==> src/rtl/sram_arbiter.sv <==
// sram_arbiter: time-slot arbiter and strobe sequencer for the shared video/main
// SRAM port. Requesters (priority): video fetch, CPU, ULAplus palette.
// Ports: clk28/usrrst_n; video_req/addr -> video_ack/done; cpu_req/wr/addr/wdata
// -> cpu_done/cpu_wait; up_req_rd/wr/addr/wdata -> up_done; rd_data;
// SRAM side va, vd_out, vd_oe, vd_in, n_vrd, n_vwr.
// Build option: define SRAM_ARB_UP_EN to enable the palette requester.
module sram_arbiter #(
  parameter int ACCESS_CYCLES = 3
) (
  input  logic        clk28,
  input  logic        usrrst_n,
  input  logic        video_req,
  input  logic [18:0] video_addr,
  output logic        video_ack,
  output logic        video_done,
  input  logic        cpu_req,
  input  logic        cpu_wr,
  input  logic [18:0] cpu_addr,
  input  logic [7:0]  cpu_wdata,
  output logic        cpu_done,
  output logic        cpu_wait,
  input  logic        up_req_rd,
  input  logic        up_req_wr,
  input  logic [18:0] up_addr,
  input  logic [7:0]  up_wdata,
  output logic        up_done,
  output logic [7:0]  rd_data,
  output logic [18:0] va,
  output logic [7:0]  vd_out,
  output logic        vd_oe,
  input  logic [7:0]  vd_in,
  output logic        n_vrd,
  output logic        n_vwr
);

  typedef enum logic [1:0] {IDLE, READ, WRITE, TURN} state_t;
  typedef enum logic [1:0] {OWN_VID, OWN_CPU, OWN_UP} owner_t;

  localparam logic [2:0] AC = 3'(ACCESS_CYCLES);

  state_t      state;
  owner_t      owner;
  logic [2:0]  cnt;
  logic        last_vid;
  logic        cpu_busy;
  logic        up_done_q;

  logic        vid_pend, cpu_pend, up_pend;
  logic [18:0] vid_a, cpu_a, up_a;
  logic [7:0]  cpu_d, up_d;
  logic        cpu_w, up_w;

  logic        up_rd_s, up_wr_s;

`ifdef SRAM_ARB_UP_EN
  assign up_rd_s = up_req_rd;
  assign up_wr_s = up_req_wr;
  assign up_done = up_done_q;
`else
  logic up_unused;
  assign up_unused = up_req_rd ^ up_req_wr ^ up_done_q;
  assign up_rd_s   = 1'b0;
  assign up_wr_s   = 1'b0;
  assign up_done   = 1'b0;
`endif

  // CPU beats video whenever video had the previous slot.
  logic g_vid, g_cpu, g_up, idle;
  assign idle  = (state == IDLE);
  assign g_cpu = idle && cpu_pend && (last_vid || !vid_pend);
  assign g_vid = idle && vid_pend && !g_cpu;
  assign g_up  = idle && up_pend && !vid_pend && !cpu_pend;

  logic [18:0] va_sel;
  logic [7:0]  wd_sel;
  logic        wr_sel;
  owner_t      own_sel;

  always_comb begin
    va_sel  = vid_a;
    wd_sel  = cpu_d;
    wr_sel  = 1'b0;
    own_sel = OWN_VID;
    unique case (1'b1)
      g_cpu: begin
        va_sel  = cpu_a;
        wd_sel  = cpu_d;
        wr_sel  = cpu_w;
        own_sel = OWN_CPU;
      end
      g_up: begin
        va_sel  = up_a;
        wd_sel  = up_d;
        wr_sel  = up_w;
        own_sel = OWN_UP;
      end
      default: ;
    endcase
  end

  assign cpu_wait = cpu_pend | cpu_busy;

  always_ff @(posedge clk28 or negedge usrrst_n) begin
    if (!usrrst_n) begin
      state      <= IDLE;
      owner      <= OWN_VID;
      cnt        <= '0;
      last_vid   <= 1'b0;
      cpu_busy   <= 1'b0;
      vid_pend   <= 1'b0;
      cpu_pend   <= 1'b0;
      up_pend    <= 1'b0;
      vid_a      <= '0;
      cpu_a      <= '0;
      up_a       <= '0;
      cpu_d      <= '0;
      up_d       <= '0;
      cpu_w      <= 1'b0;
      up_w       <= 1'b0;
      video_ack  <= 1'b0;
      video_done <= 1'b0;
      cpu_done   <= 1'b0;
      up_done_q  <= 1'b0;
      rd_data    <= '0;
      va         <= '0;
      vd_out     <= '0;
      vd_oe      <= 1'b0;
      n_vrd      <= 1'b1;
      n_vwr      <= 1'b1;
    end else begin
      video_ack  <= 1'b0;
      video_done <= 1'b0;
      cpu_done   <= 1'b0;
      up_done_q  <= 1'b0;

      // A strobe in the grant cycle is a fresh request, so it wins.
      vid_pend <= video_req | (vid_pend & ~g_vid);
      cpu_pend <= cpu_req | (cpu_pend & ~g_cpu);
      up_pend  <= up_rd_s | up_wr_s | (up_pend & ~g_up);
      if (video_req) vid_a <= video_addr;
      if (cpu_req) begin
        cpu_a <= cpu_addr;
        cpu_d <= cpu_wdata;
        cpu_w <= cpu_wr;
      end
      if (up_rd_s || up_wr_s) begin
        up_a <= up_addr;
        up_d <= up_wdata;
        up_w <= up_wr_s;
      end

      unique case (state)
        IDLE: begin
          if (g_vid || g_cpu || g_up) begin
            va        <= va_sel;
            owner     <= own_sel;
            last_vid  <= g_vid;
            video_ack <= g_vid;
            if (g_cpu) cpu_busy <= 1'b1;
            if (wr_sel) begin
              state  <= WRITE;
              cnt    <= 3'd1;
              vd_oe  <= 1'b1;
              vd_out <= wd_sel;
            end else begin
              state <= READ;
              cnt   <= 3'd0;
            end
          end
        end
        READ: begin
          // First cycle is address setup; then AC cycles of n_vrd low.
          if (cnt == AC) begin
            rd_data    <= vd_in;
            n_vrd      <= 1'b1;
            state      <= IDLE;
            video_done <= (owner == OWN_VID);
            cpu_done   <= (owner == OWN_CPU);
            up_done_q  <= (owner == OWN_UP);
            cpu_busy   <= 1'b0;
          end else begin
            n_vrd <= 1'b0;
            cnt   <= cnt + 3'd1;
          end
        end
        WRITE: begin
          if (cnt == AC) begin
            n_vwr      <= 1'b1;
            state      <= TURN;
            cpu_done   <= (owner == OWN_CPU);
            up_done_q  <= (owner == OWN_UP);
            cpu_busy   <= 1'b0;
          end else begin
            n_vwr <= 1'b0;
            cnt   <= cnt + 3'd1;
          end
        end
        TURN: begin
          vd_oe <= 1'b0;
          state <= IDLE;
        end
        default: state <= IDLE;
      endcase
    end
  end

endmodule

==> config.mk <==
export PLATFORM = sky130hd
export DESIGN_NAME = sram_arbiter
export DESIGN_NICKNAME = d
export VERILOG_FILES = /design/src/rtl/sram_arbiter.sv
export SDC_FILE = /design/constraint.sdc
export NUM_CORES = 1
export LEC_CHECK = 0
export BUFFER_PORTS_ARGS = -buffer_cell sky130_fd_sc_hd__buf_2
export CORE_ASPECT_RATIO = 1.4
export CORE_UTILIZATION = 46
export CTS_CLUSTER_SIZE = 8
export DETAILED_ROUTE_END_ITERATION = 10
export GPL_ROUTABILITY_DRIVEN = 0
export PLACE_DENSITY = 0.76
export SLEW_MARGIN = 20
export SYNTH_ARGS = -nofsm -noshare
export SYNTH_HDL_FRONTEND = slang
export SYNTH_SLANG_ARGS = --single-unit
==> constraint.sdc <==
create_clock -name clk28 -period 1.6 [get_ports clk28]
set_input_delay 0.48 -clock clk28 [delete_from_list [all_inputs] [get_ports clk28]]
set_output_delay 0.48 -clock clk28 [all_outputs]
set_load 0.005 [all_outputs]
Yosys cells after proc, flatten, opt, wreduce, memory -nomap -nowiden

Cells that the tools add are included.

Input bits: 88
Output and inout bits: 43
Bits in registers: 100
Word-level logic and storage cells: 95

Reduce and logical (&&, ||, !) cells: 25
Eq/ne operators: 12
Bitwise logic cells: 9
Add/subtract/negate cells: 1
Mux-type cells: 27

Operators by type and width:

| cell                                                            | number |
|---|---|
| 19-bit case mux with 2 select lines                             | 1 |
| 1-bit two-way mux                                               | 14 |
| 3-bit AND reduction                                             | 4 |
| 2-bit two-way mux                                               | 4 |
| 8-bit two-way mux                                               | 1 |
| 2-bit != test, second input constant                            | 4 |
| 2-bit case mux with 4 select lines                              | 1 |
| 1-bit logical AND                                               | 7 |
| 3-bit two-way mux                                               | 2 |
| 2-bit by 1-bit != test with 1-bit output, second input constant | 3 |
| 3-bit case mux with 2 select lines                              | 1 |
| 2-bit by 1-bit == test with 1-bit output, second input constant | 2 |
| 2-bit == test, second input constant                            | 2 |
| 2-bit zero test                                                 | 2 |
| 1-bit case mux with 2 select lines                              | 2 |
| 2-bit case mux with 2 select lines                              | 1 |
| 2-bit AND reduction                                             | 2 |
| 4-bit AND reduction                                             | 1 |
| 2-bit nonzero test                                              | 2 |
| 3-bit by 1-bit adder with 3-bit output, second input constant   | 1 |
| 1-bit AND                                                       | 3 |
| 3-bit by 2-bit == test with 1-bit output, second input constant | 1 |
| 1-bit zero test                                                 | 3 |
| 1-bit logical OR                                                | 3 |
| other kinds (3)                                                 | 7 |

Logic depth before layout (Yosys ltp)

Depth in word-level cells: 9
Gate-level depth with buffers: 9
Mapped depth without buffers: 6

Worst setup path after synthesis

Ideal clock, no wire load.

Kind: register -> register
Start: register state[0]
End: register state[1]
Period minus slack after synthesis: 1.771 ns
Required time: 1.475 ns
Cell stages (with the launch flop): 8
Arrival time: 1.646 ns
Buffers on the path: 1
Slack: -0.171 ns
Library setup time: 0.125 ns
Cells stage by stage: dfrtp_1 -> inv_1 -> ha_1 -> buf_4 -> inv_1 -> o32a_4 -> o21ai_2 -> mux2_2

Cells in the longest elaborated chain, start to end: 9
Elaborated cells on any way between the ends: 22
Classes of those cells: 6 x eq/ne; 4 x mux; 12 x reduce/logical

RTL lines:

| item                                                      | RTL line | source |
|---|---|---|
| start, declared                                           | 41       | `state_t state;` |
| start signal, assigned                                    | 105      | `state <= IDLE;` |
| start signal, assigned                                    | 161      | `state <= WRITE;` |
| start signal, assigned                                    | 166      | `state <= READ;` |
| 2-bit zero test                                           | 69, 152  |  |
| 1-bit logical AND (2 in a row)                            | 70       | `assign g_cpu = idle && cpu_pend && (last_vid \|\| !vid_pend);` |
| 1-bit zero test                                           | 71       | `assign g_vid = idle && vid_pend && !g_cpu;` |
| 1-bit logical AND                                         | 71       |  |
| 1-bit logical OR (2 in a row)                             | 154      | `if (g_vid \|\| g_cpu \|\| g_up) begin` |
| 2-bit by 1-bit != test with 1-bit output (no source line) | --       |  |
| 3-bit AND reduction (no source line)                      | --       |  |

Several ways; a longest one is shown, not always the timed one. The select of a mux whose other input is x is not followed.
A chain may end at the register's enable or synchronous reset.

Worst setup path after layout

Ends and elaborated chain as after synthesis.

==> reports/metrics.cfg <==
[status]
status=finished with violations
violations=setup timing

[worst_setup_path]
worstSetupStartpointType=flop
r2r_end=state[1]
endpoint_kind=flop
r2r_start=state[0]
critPathArrivalTime_ps=1940
critPathMaxFanout=7
path_buf_inv=3
critPathTopFamily=compound AO/OA/AOI/OAI gates
cp_data_required_time_ps=1830
r2r_setup_slack_ps=-110
ff2ff_path_depth=7
worstSetupEndpoint=state[1]
worst_path_max_delay_cell=dfrtp_1
crit_type=reg2reg
crit_cells=7
cp_slowest_stage_delay_ps=390
startpoint=state[0]
path_cells=inv_2, buf_12, ha_4, inv_4, o32a_4, o21ai_4, mux2_4

[grt]
overflow=0
grt_usage=0.207
grt_pass1_wl_um=14600
first_global_vias=3155
antenna_found_initial=0
grt_max_degree=34

[job]
maxCapViolCount=0

[timing]
slew_viol_final=0
setup-tns-final_ps=-768
fin_crit_ps=1710
skew_ps=6.26
fin_crit_sh=1.07
hold_viol=0
finalSetupViolations=22
rsz0062_at_grt=true
setup_slack_ps=-110
fmax_mhz=585

[floorplan]
initial_core_util=0.479
die-area_mm2=0.00941
die_y_um=114
fp.dieW_um=82.3
io_pins=131
rows=40
core_area_mm2=0.00866

[finish]
nNetsFinal=554
diodes=0
layout-drive-gt1-share=0.532
post-route-cell-area_mm2=0.00557
fillers=707
syn_to_final_growth_pct=34.2

[logic_synthesis]
syn_avg_cell_area_um2=12.8
syn_inst=323
synth_edf_count=0
syn_nets=418
synthTopCellsByCount=dfrtp_1 (98), mux2_2 (57), nand2_1 (34), o21ai_0 (22), inv_1 (18)
async_reset_ff_frac=1.00
yosysSeqAreaShare=0.604
synth_top_area_share=0.591
synthTopCellsByArea=dfrtp_1 (59%), mux2_2 (15%), nand2_1 (3.1%)
ys_warn_count=0
yosys.area.top_type=dfrtp_1
ys_types=36
yosys.cell_count.top_type=dfrtp_1
netlist_area_mm2=0.00415
ys_ff_latch=100
ys.flop_type=dfrtp_1

[placed_design]
dpl_cell_area_mm2=0.00506
io_buffers=100
post-dp-hpwl_um=6210

[worst_hold_path]
hold_class=in2async

[cts]
cts_max_path_buffers=2
clock_latency_ps=340
cts_max_level=3
cts_tree=done
clkSinkCount=100
clk_pin_slew_ps=70
cts-root-buf=clkbuf_16
cts_buffers=9

[pwr]
p_per_area_mw_per_mm2=1810
power_switching_w=0.00337
p_leak_nw=2.70
internal_power_w=0.00671
pwr-share-clk=0.192
seqPwrFrac=0.361
ir_drop_uv=973
pwr-share-comb=0.447
swShare=0.334

[routing]
vias=2985
drtAntennaViolNets=0
drt-initial-drc-count=163
post-route-drc-count=0
drtPass1Iterations=4
post_drt_via_cell_ratio=5.26
wl_per_cell_um=15.8
totalWireLength_um=8960

-- stage by stage --
stage | std cells | worst slack (ps) | power (W) | hold WS (ps) | util
3_3_place_gp | 545 | -167 | 0.00738 | 424 | 0.584
4_1_cts | 565 | -71.2 | 0.00976 | 63.5 | 0.627
3_5_place_dp | 545 | -216 | 0.00754 | 433 | 0.584
5_1_grt | 567 | -160 | 0.0108 | 87.2 | 0.643
6_report | 567 | -110 | 0.0101 | 63.2 | 0.643
2_1_floorplan | 323 | -76.7 | 0.00588 | 184 | -
-- cells in the final DEF (no fill, tap or decap), types with 9 or more instances in the layout --
cell and count:
inv_1 15, mux2_2 56, buf_6 13, buf_4 30
a222oi_1 10, dfrtp_1 97, buf_2 99, clkbuf_16 9
o21ai_1 14, nand2_1 32
-- power groups by stage --
stage / logic, W / registers [W] / clock network (W)
final: 0.00450 / 0.00364 / 0.00194
after global routing: 0.00498 / 0.00372 / 0.00206
after CTS: 0.00414 / 0.00364 / 0.00198
after detailed placement: 0.00385 / 0.00369 / 0
after global placement: 0.00372 / 0.00366 / 0
after floorplan: 0.00219 / 0.00368 / 0
-- layout make-up --
cell class	count	area, um2	share of cell area
clock buffer	12	246	0.0443
clock inverter	2	12.5	0.00225
inverter	18	70.1	0.0126
multi-input combinational	183	1640	0.294
sequential	100	2510	0.450
tap	105	131	0.0236
timing repair buffer	147	967	0.174
-- registers in the layout, indices dropped and copies added (netlist names), 2 cells and up --
register,flops
cpu_d,8
rd_data,8
cnt,3
vd_out,8
cpu_a,19
vid_a,19
state,2
owner,2
va,19
-- repair_timing --
item | CTS | global route
hold buffers | 0 | 0
pin swaps | 13 | 11
endpoints found under the setup margin | 38 | 45
setup buffers | 5 | 0
gates resized for setup | 25 | 28
gates cloned | 1 | 2
-- kinds of logic after synthesis --
logic type               count (synthesis)  share of synthesized area
buffers and inverters                   40                     0.0440
flip-flops                             100                      0.604
other                                    1                   0.000904
adder cells (fa/ha/maj)                  7                     0.0211
multiplexers                            60                      0.162
AND/OR/NAND/NOR                         62                     0.0715
AO/OA/AOI/OAI                           53                     0.0968
-- per-layer routing --
layer  global-route usage  part of all wire
met4               0.0889             0.019
met5                    0                 0
met2                0.362              0.54
met1                0.245              0.41
met3               0.0367             0.031
-- worst min-delay path by stage --
stage / startpoint / endpoint / slack (ps) / depth (start not counted)
after floorplan: usrrst_n / cnt[0] / 180 / 0
after global placement: usrrst_n / va[9] / 420 / 1
after detailed placement: usrrst_n / va[10] / 430 / 1
after CTS: usrrst_n / vid_a[11] / 60 / 1
after global routing: usrrst_n / va[10] / 90 / 1
final: usrrst_n / va[10] / 60 / 1
No activity file was read; power rests on OpenSTA's default activity.
